--- src/rtl/fetch_stage_pkg.sv ---
// Shared constants and bus layout for the instruction fetch stage and its
// neighbours (next-PC generator, decode).
package fetch_stage_pkg;

  localparam logic [31:0] RESET_PC   = 32'hbfbffffc;
  localparam logic [31:0] EXC_VECTOR = 32'hbfc00380;
  localparam int          FE_DE_W    = 65;

  localparam int FE_ADEL_BIT = 64;
  localparam int FE_PC_HI    = 63;
  localparam int FE_PC_LO    = 32;
  localparam int FE_INST_HI  = 31;
  localparam int FE_INST_LO  = 0;

  typedef struct packed {
    logic        adel;
    logic [31:0] pc;
    logic [31:0] inst;
  } fe_de_bus_t;

  function automatic logic [FE_DE_W-1:0] pack_fe_de(input logic        adel,
                                                    input logic [31:0] pc,
                                                    input logic [31:0] inst);
    fe_de_bus_t b;
    b.adel = adel;
    b.pc   = pc;
    b.inst = inst;
    return b;
  endfunction

endpackage

--- src/rtl/fetch_stage_if.sv ---
// Signals between the fetch stage, the next-PC generator, the instruction
// SRAM and decode. The fetch stage takes the master view.
interface fetch_stage_if;
  import fetch_stage_pkg::*;

  logic [31:0]        nextpc;
  logic               de_pc_err;
  logic               exc_flush;
  logic               de_allowin;
  logic [31:0]        inst_sram_rdata;
  logic               inst_sram_en;
  logic [31:0]        fe_pc;
  logic               fe_to_de_valid;
  logic [FE_DE_W-1:0] fe_to_de_bus;

  modport master (
    input  nextpc, de_pc_err, exc_flush, de_allowin, inst_sram_rdata,
    output inst_sram_en, fe_pc, fe_to_de_valid, fe_to_de_bus
  );

  modport slave (
    output nextpc, de_pc_err, exc_flush, de_allowin, inst_sram_rdata,
    input  inst_sram_en, fe_pc, fe_to_de_valid, fe_to_de_bus
  );
endinterface

--- src/rtl/fetch_stage_inst_buf.sv ---
// Stall-hold register for synchronous SRAM read data: captures the word on the
// first stalled cycle and replays it until the stage advances.
module fe_inst_buf #(
  parameter int W = 32
) (
  input  logic         clk,
  input  logic         resetn,
  input  logic         capture,
  input  logic         clear,
  input  logic         kill,
  input  logic [W-1:0] rdata,
  output logic [W-1:0] data_out,
  output logic         buf_valid
);

  logic [W-1:0] inst_buf_reg;
  logic         buf_valid_reg;

  // Only the first stalled cycle captures; the SRAM is not re-enabled while
  // holding, so later rdata is not trustworthy.
  always_ff @(posedge clk) begin
    if (!resetn) begin
      inst_buf_reg  <= '0;
      buf_valid_reg <= 1'b0;
    end else if (clear) begin
      buf_valid_reg <= 1'b0;
    end else if (capture && !buf_valid_reg) begin
      inst_buf_reg  <= rdata;
      buf_valid_reg <= 1'b1;
    end
  end

  generate
    for (genvar gi = 0; gi < W; gi++) begin : g_mux
      assign data_out[gi] = ~kill & (buf_valid_reg ? inst_buf_reg[gi] : rdata[gi]);
    end
  endgenerate

  assign buf_valid = buf_valid_reg;

endmodule

--- src/rtl/fetch_stage.sv ---
// IF pipeline stage: registers the next-PC choice, drives the instruction SRAM
// enable and hands {adel, pc, inst} to decode with a valid/allowin handshake.
module fetch_stage
  import fetch_stage_pkg::*;
(
  input  logic           clk,
  input  logic           resetn,
  fetch_stage_if.master  fe_if
);

  logic [31:0] fe_pc_reg;
  logic        fe_valid_reg;
  logic        adel_reg;

  logic        fe_ready_go;
  logic        fe_allowin;
  logic        advance;
  logic        hold;
  logic [31:0] inst;
  logic        buf_valid;

  assign fe_ready_go = 1'b1;
  assign fe_allowin  = ~fe_valid_reg | (fe_ready_go & fe_if.de_allowin);

  // A flush redirects even while decode is stalled.
  assign advance = resetn & (fe_allowin | fe_if.exc_flush);
  assign hold    = fe_valid_reg & ~fe_if.de_allowin & ~fe_if.exc_flush;

  always_ff @(posedge clk) begin
    if (!resetn) begin
      fe_pc_reg    <= RESET_PC;
      fe_valid_reg <= 1'b0;
      adel_reg     <= 1'b0;
    end else if (advance) begin
      fe_pc_reg    <= fe_if.nextpc;
      fe_valid_reg <= 1'b1;
      adel_reg     <= fe_if.de_pc_err;
    end
  end

  // A misaligned fetch presents a NOP; decode raises AdEL from the flag.
  fe_inst_buf #(
    .W (32)
  ) u_inst_buf (
    .clk       (clk),
    .resetn    (resetn),
    .capture   (hold),
    .clear     (advance),
    .kill      (adel_reg),
    .rdata     (fe_if.inst_sram_rdata),
    .data_out  (inst),
    .buf_valid (buf_valid)
  );

  assign fe_if.inst_sram_en   = advance;
  assign fe_if.fe_pc          = fe_pc_reg;
  assign fe_if.fe_to_de_valid = fe_valid_reg & fe_ready_go & ~fe_if.exc_flush;
  assign fe_if.fe_to_de_bus   = pack_fe_de(adel_reg, fe_pc_reg, inst);

  logic unused_ok;
  assign unused_ok = buf_valid;

endmodule

--- src/flat_wrapper.sv ---
// flat-port wrapper written by rule: the top's interface ports become plain ports
module fetch_stage_flat import fetch_stage_pkg::*;
  (clk, resetn, fe_if_nextpc, fe_if_de_pc_err, fe_if_exc_flush, fe_if_de_allowin, fe_if_inst_sram_rdata, fe_if_inst_sram_en, fe_if_fe_pc, fe_if_fe_to_de_valid, fe_if_fe_to_de_bus);
  fetch_stage_if fe_if_i ();
  input  logic clk;
  input  logic resetn;
  input wire logic [$bits(fe_if_i.nextpc)-1:0] fe_if_nextpc;
  input wire logic [$bits(fe_if_i.de_pc_err)-1:0] fe_if_de_pc_err;
  input wire logic [$bits(fe_if_i.exc_flush)-1:0] fe_if_exc_flush;
  input wire logic [$bits(fe_if_i.de_allowin)-1:0] fe_if_de_allowin;
  input wire logic [$bits(fe_if_i.inst_sram_rdata)-1:0] fe_if_inst_sram_rdata;
  output wire logic [$bits(fe_if_i.inst_sram_en)-1:0] fe_if_inst_sram_en;
  output wire logic [$bits(fe_if_i.fe_pc)-1:0] fe_if_fe_pc;
  output wire logic [$bits(fe_if_i.fe_to_de_valid)-1:0] fe_if_fe_to_de_valid;
  output wire logic [$bits(fe_if_i.fe_to_de_bus)-1:0] fe_if_fe_to_de_bus;
  assign fe_if_i.nextpc = fe_if_nextpc;
  assign fe_if_i.de_pc_err = fe_if_de_pc_err;
  assign fe_if_i.exc_flush = fe_if_exc_flush;
  assign fe_if_i.de_allowin = fe_if_de_allowin;
  assign fe_if_i.inst_sram_rdata = fe_if_inst_sram_rdata;
  assign fe_if_inst_sram_en = fe_if_i.inst_sram_en;
  assign fe_if_fe_pc = fe_if_i.fe_pc;
  assign fe_if_fe_to_de_valid = fe_if_i.fe_to_de_valid;
  assign fe_if_fe_to_de_bus = fe_if_i.fe_to_de_bus;
  fetch_stage u_core (.clk(clk), .resetn(resetn), .fe_if(fe_if_i));
endmodule
--- config.mk ---
export PLATFORM = sky130hd
export DESIGN_NAME = fetch_stage_flat
export DESIGN_NICKNAME = d
export VERILOG_FILES = /design/src/rtl/fetch_stage_pkg.sv /design/src/rtl/fetch_stage_if.sv /design/src/rtl/fetch_stage_inst_buf.sv /design/src/rtl/fetch_stage.sv /design/src/flat_wrapper.sv
export SDC_FILE = /design/constraint.sdc
export NUM_CORES = 1
export LEC_CHECK = 0
export ABC_AREA = 1
export CAP_MARGIN = 25
export CORE_MARGIN = 5
export CORE_UTILIZATION = 41
export CTS_BUF_LIST = sky130_fd_sc_hd__clkbuf_4 sky130_fd_sc_hd__clkbuf_8 sky130_fd_sc_hd__clkbuf_16
export DETAILED_ROUTE_END_ITERATION = 7
export PLACE_DENSITY = 0.9
export SYNTH_ARGS = -nofsm -noshare
export SYNTH_HDL_FRONTEND = slang
export SYNTH_SLANG_ARGS = --single-unit
--- constraint.sdc ---
create_clock -name clk -period 1.35 [get_ports clk]
set_input_delay 0.135 -clock clk [delete_from_list [all_inputs] [get_ports clk]]
set_output_delay 0.135 -clock clk [all_outputs]
set_load 0.02 [all_outputs]
==> key figures <==
Clock network
  • H-tree depth: 3
  • Num CTS Buffers: 9
  • Worst-Skew Late Latency: 330 ps
  • Reg clk slew, reported paths: 70 ps
  • CTS max path bufs: 2
  • CTS sink cnt: 67
  • Root Buffer: clkbuf_8
  • TritonCTS clock tree: built

Finish
  • # nets final: 748
  • Ant diodes: 0
  • Area grow syn2layout: 54.2%
  • Share of layout cells above drive strength 1: 0.193
  • Filler cell count: 751
  • Fin util: 0.638

Placement
  • Routability congestion estimate: 0.805
  • Pre-CTS WS: -387 ps
  • Port bufs: 167
  • Detailed Place HPWL: 7980 um

Global routing
  • Antenna violations before repair: 0
  • Grt total ovfl: 0
  • Vias in the first global route: around 3800
  • Total GRT Usage: 0.213
  • First-pass GRT wire length: 18000 um
  • Largest net degree at the start of global routing: 91

STA
  • Tightest Pin Transition: 466 ps
  • Worst Hold Slack: 274 ps
  • Final hold violation count: 0
  • F_max: roughly 670 MHz
  • Max-slew violations: 0
  • Skew final: 8.62 ps
  • # setup viols final: 32
  • Sum Neg Setup Slack: -3490 ps
  • Fin crit share: 1.11
  • Crit path time final: about 1500 ps
  • RSZ-0062 raised after global routing: yes
  • Final Worst Setup Slack: -147 ps
  • Max_slew headroom: 0.689

Outcome
  • Status: finished with violations
  • Failing checks: setup timing

Pwr
  • Pleak: 2.70 nW
  • Pwr dens: 935 nW/um^2
  • VDD IR max: 0.000584 V

Synth
  • Post-synthesis register bit count: 67
  • Mapped Area: around 3600 um^2
  • Count of different cell masters after synthesis: 17
  • Post-synth EDFFs: 0
  • Synth cell count leaders: nor2_1 (128), nand2_1 (76), dfxtp_1 (67), inv_1 (56), buf_4 (39)
  • Syn Nets: 599
  • Sequential area share after synthesis: 0.377
  • Share of the synthesized area in the top cell type: 0.377
  • Most common cell in the netlist: nor2_1
  • Ys async rst share: 0
  • Ranking of synthesized cells by area: dfxtp_1 (38%), nor2_1 (14%), buf_4 (8.2%)
  • YS warnings: 0
  • Cells after Synth: 530
  • Synth Flop Type: dfxtp_1
  • Cell taking the most area after synthesis: dfxtp_1
  • Post-Syn Area per Cell: 6.71 um^2

Floorplanning
  • Initial Util: 0.414
  • IO Pins: 168
  • Die Y: a little over 100 um
  • Die area: 10600 um^2
  • Core ar.: 8590 um^2
  • Cell row count: 34
  • Die Wd: 103 um

Worst hold path
  • Hold WC Path Type: in -> reg

Routing
  • Pre-Repair DR Iteration Count: 4
  • Final wirelength: 11700 um
  • Post-route ant nets: 0
  • Wire length per cell: 14.8 um
  • Drt via density: 5.01
  • DRC viols: 0
  • Drt initial violations: about 150
  • Detailed-route via count: 3967

Worst setup path
  • Arr. time, crit path: 1360 ps
  • Worst setup EP type: output port
  • CP Launch Type: register
  • Worst-path fanout max: 8
  • Worst Setup Path Type: reg -> out
  • Required time worst endpoint: 1220 ps

Run
  • Max_cap viols: 0
-- cell families after synthesis --
group / count (synthesis) / synth area share
buf+inv: 135 / 0.197
simple gates: 328 / 0.426
flops: 67 / 0.377
-- routing by layer --
layer | up-vias | wire (um) | GRT usage
met5 | - | 0 | 0
met2 | 166 | 6230 | 0.397
met1 | 1856 | 4430 | 0.234
met3 | 23 | 811 | 0.0535
li1 | 1922 | - | -
met4 | 0 | 242 | 0.0697
-- critical path, stage by stage (launching register included) --
cell and delay (ps):
dfxtp_4 390, inv_8 90, buf_12 150, nor2_4 50, nor3_4 210, buf_6 150
-- where the power goes --
part	switching, mW	total, mW	internal [mW]
registers	0.0820	2.17	2.09
logic	0.759	1.40	0.639
clock network	0.731	1.56	0.825
total	1.57	5.13	3.56
-- final cells by class --
class | count | area (um^2) | area share
Tap cell | 108 | 135 | 0.0247
Inverter | 62 | 240 | 0.0438
Clock buffer | 14 | 174 | 0.0317
Multi-Input combinational cell | 328 | 1650 | 0.302
Clock inverter | 2 | 10.0 | 0.00183
Sequential cell | 67 | 1350 | 0.246
Timing Repair Buffer | 211 | 1920 | 0.351
-- layout by cell type, fill, tap and decap left out --
cell type / count
nor2_4: 9
dfxtp_1: 65
buf_4: 54
clkbuf_8: 11
nor3_2: 14
buf_16: 1
nor2_2: 4
dfxtp_2: 1
nand3_1: 32
nand2_1: 75
nor2_1: 118
nand4_1: 28
clkinv_2: 2
dfxtp_4: 1
clkdlybuf4s15_1: 1
inv_1: 56
clkbuf_4: 3
nand3b_1: 28
clkbuf_2: 1
buf_2: 11
clkinv_1: 1
buf_6: 6
nor3_1: 17
inv_2: 4
nand2_2: 1
inv_8: 1
dlygate4sd2_1: 64
clkdlybuf4s50_1: 67
buf_12: 6
nor3_4: 1
nand3_2: 1
-- worst paths after layout --
kind              slack [ps]                                 end                   startpoint  cells past startpoint
hold reg to reg          460               u_core.fe_if.fe_pc[1]        u_core.fe_if.fe_pc[1]                      2
hold / removal           270                 u_core.fe_valid_reg                       resetn                      2
setup reg to reg          90  u_core.u_inst_buf.inst_buf_reg[30]  u_core.u_inst_buf.buf_valid                      6
setup / recovery        -150              fe_if_fe_to_de_bus[30]  u_core.u_inst_buf.buf_valid                      5
-- through the flow --
| step | total power, mW | instances | instance area [um^2] |
|---|---|---|---|
| 5_1_grt | 5.39 | 792 | 5480 |
| 6_report | 5.13 | 792 | 5480 |
| 2_1_floorplan | 2.98 | 530 | 3560 |
| 3_3_place_gp | 3.65 | 773 | 5260 |
| 4_1_cts | 5.15 | 790 | 5400 |
| 3_5_place_dp | 3.69 | 773 | 5260 |
-- timing repair --
action / CTS / global route
pin swaps: 4 / 1
resized for setup: 280 / 25
hold buffers: 0 / 0
buffers inserted: 0 / 2
endpoints found under the setup margin: 99 / 38
gates cloned: 1 / 0
Note: power is estimated with default switching activity, not from simulation.
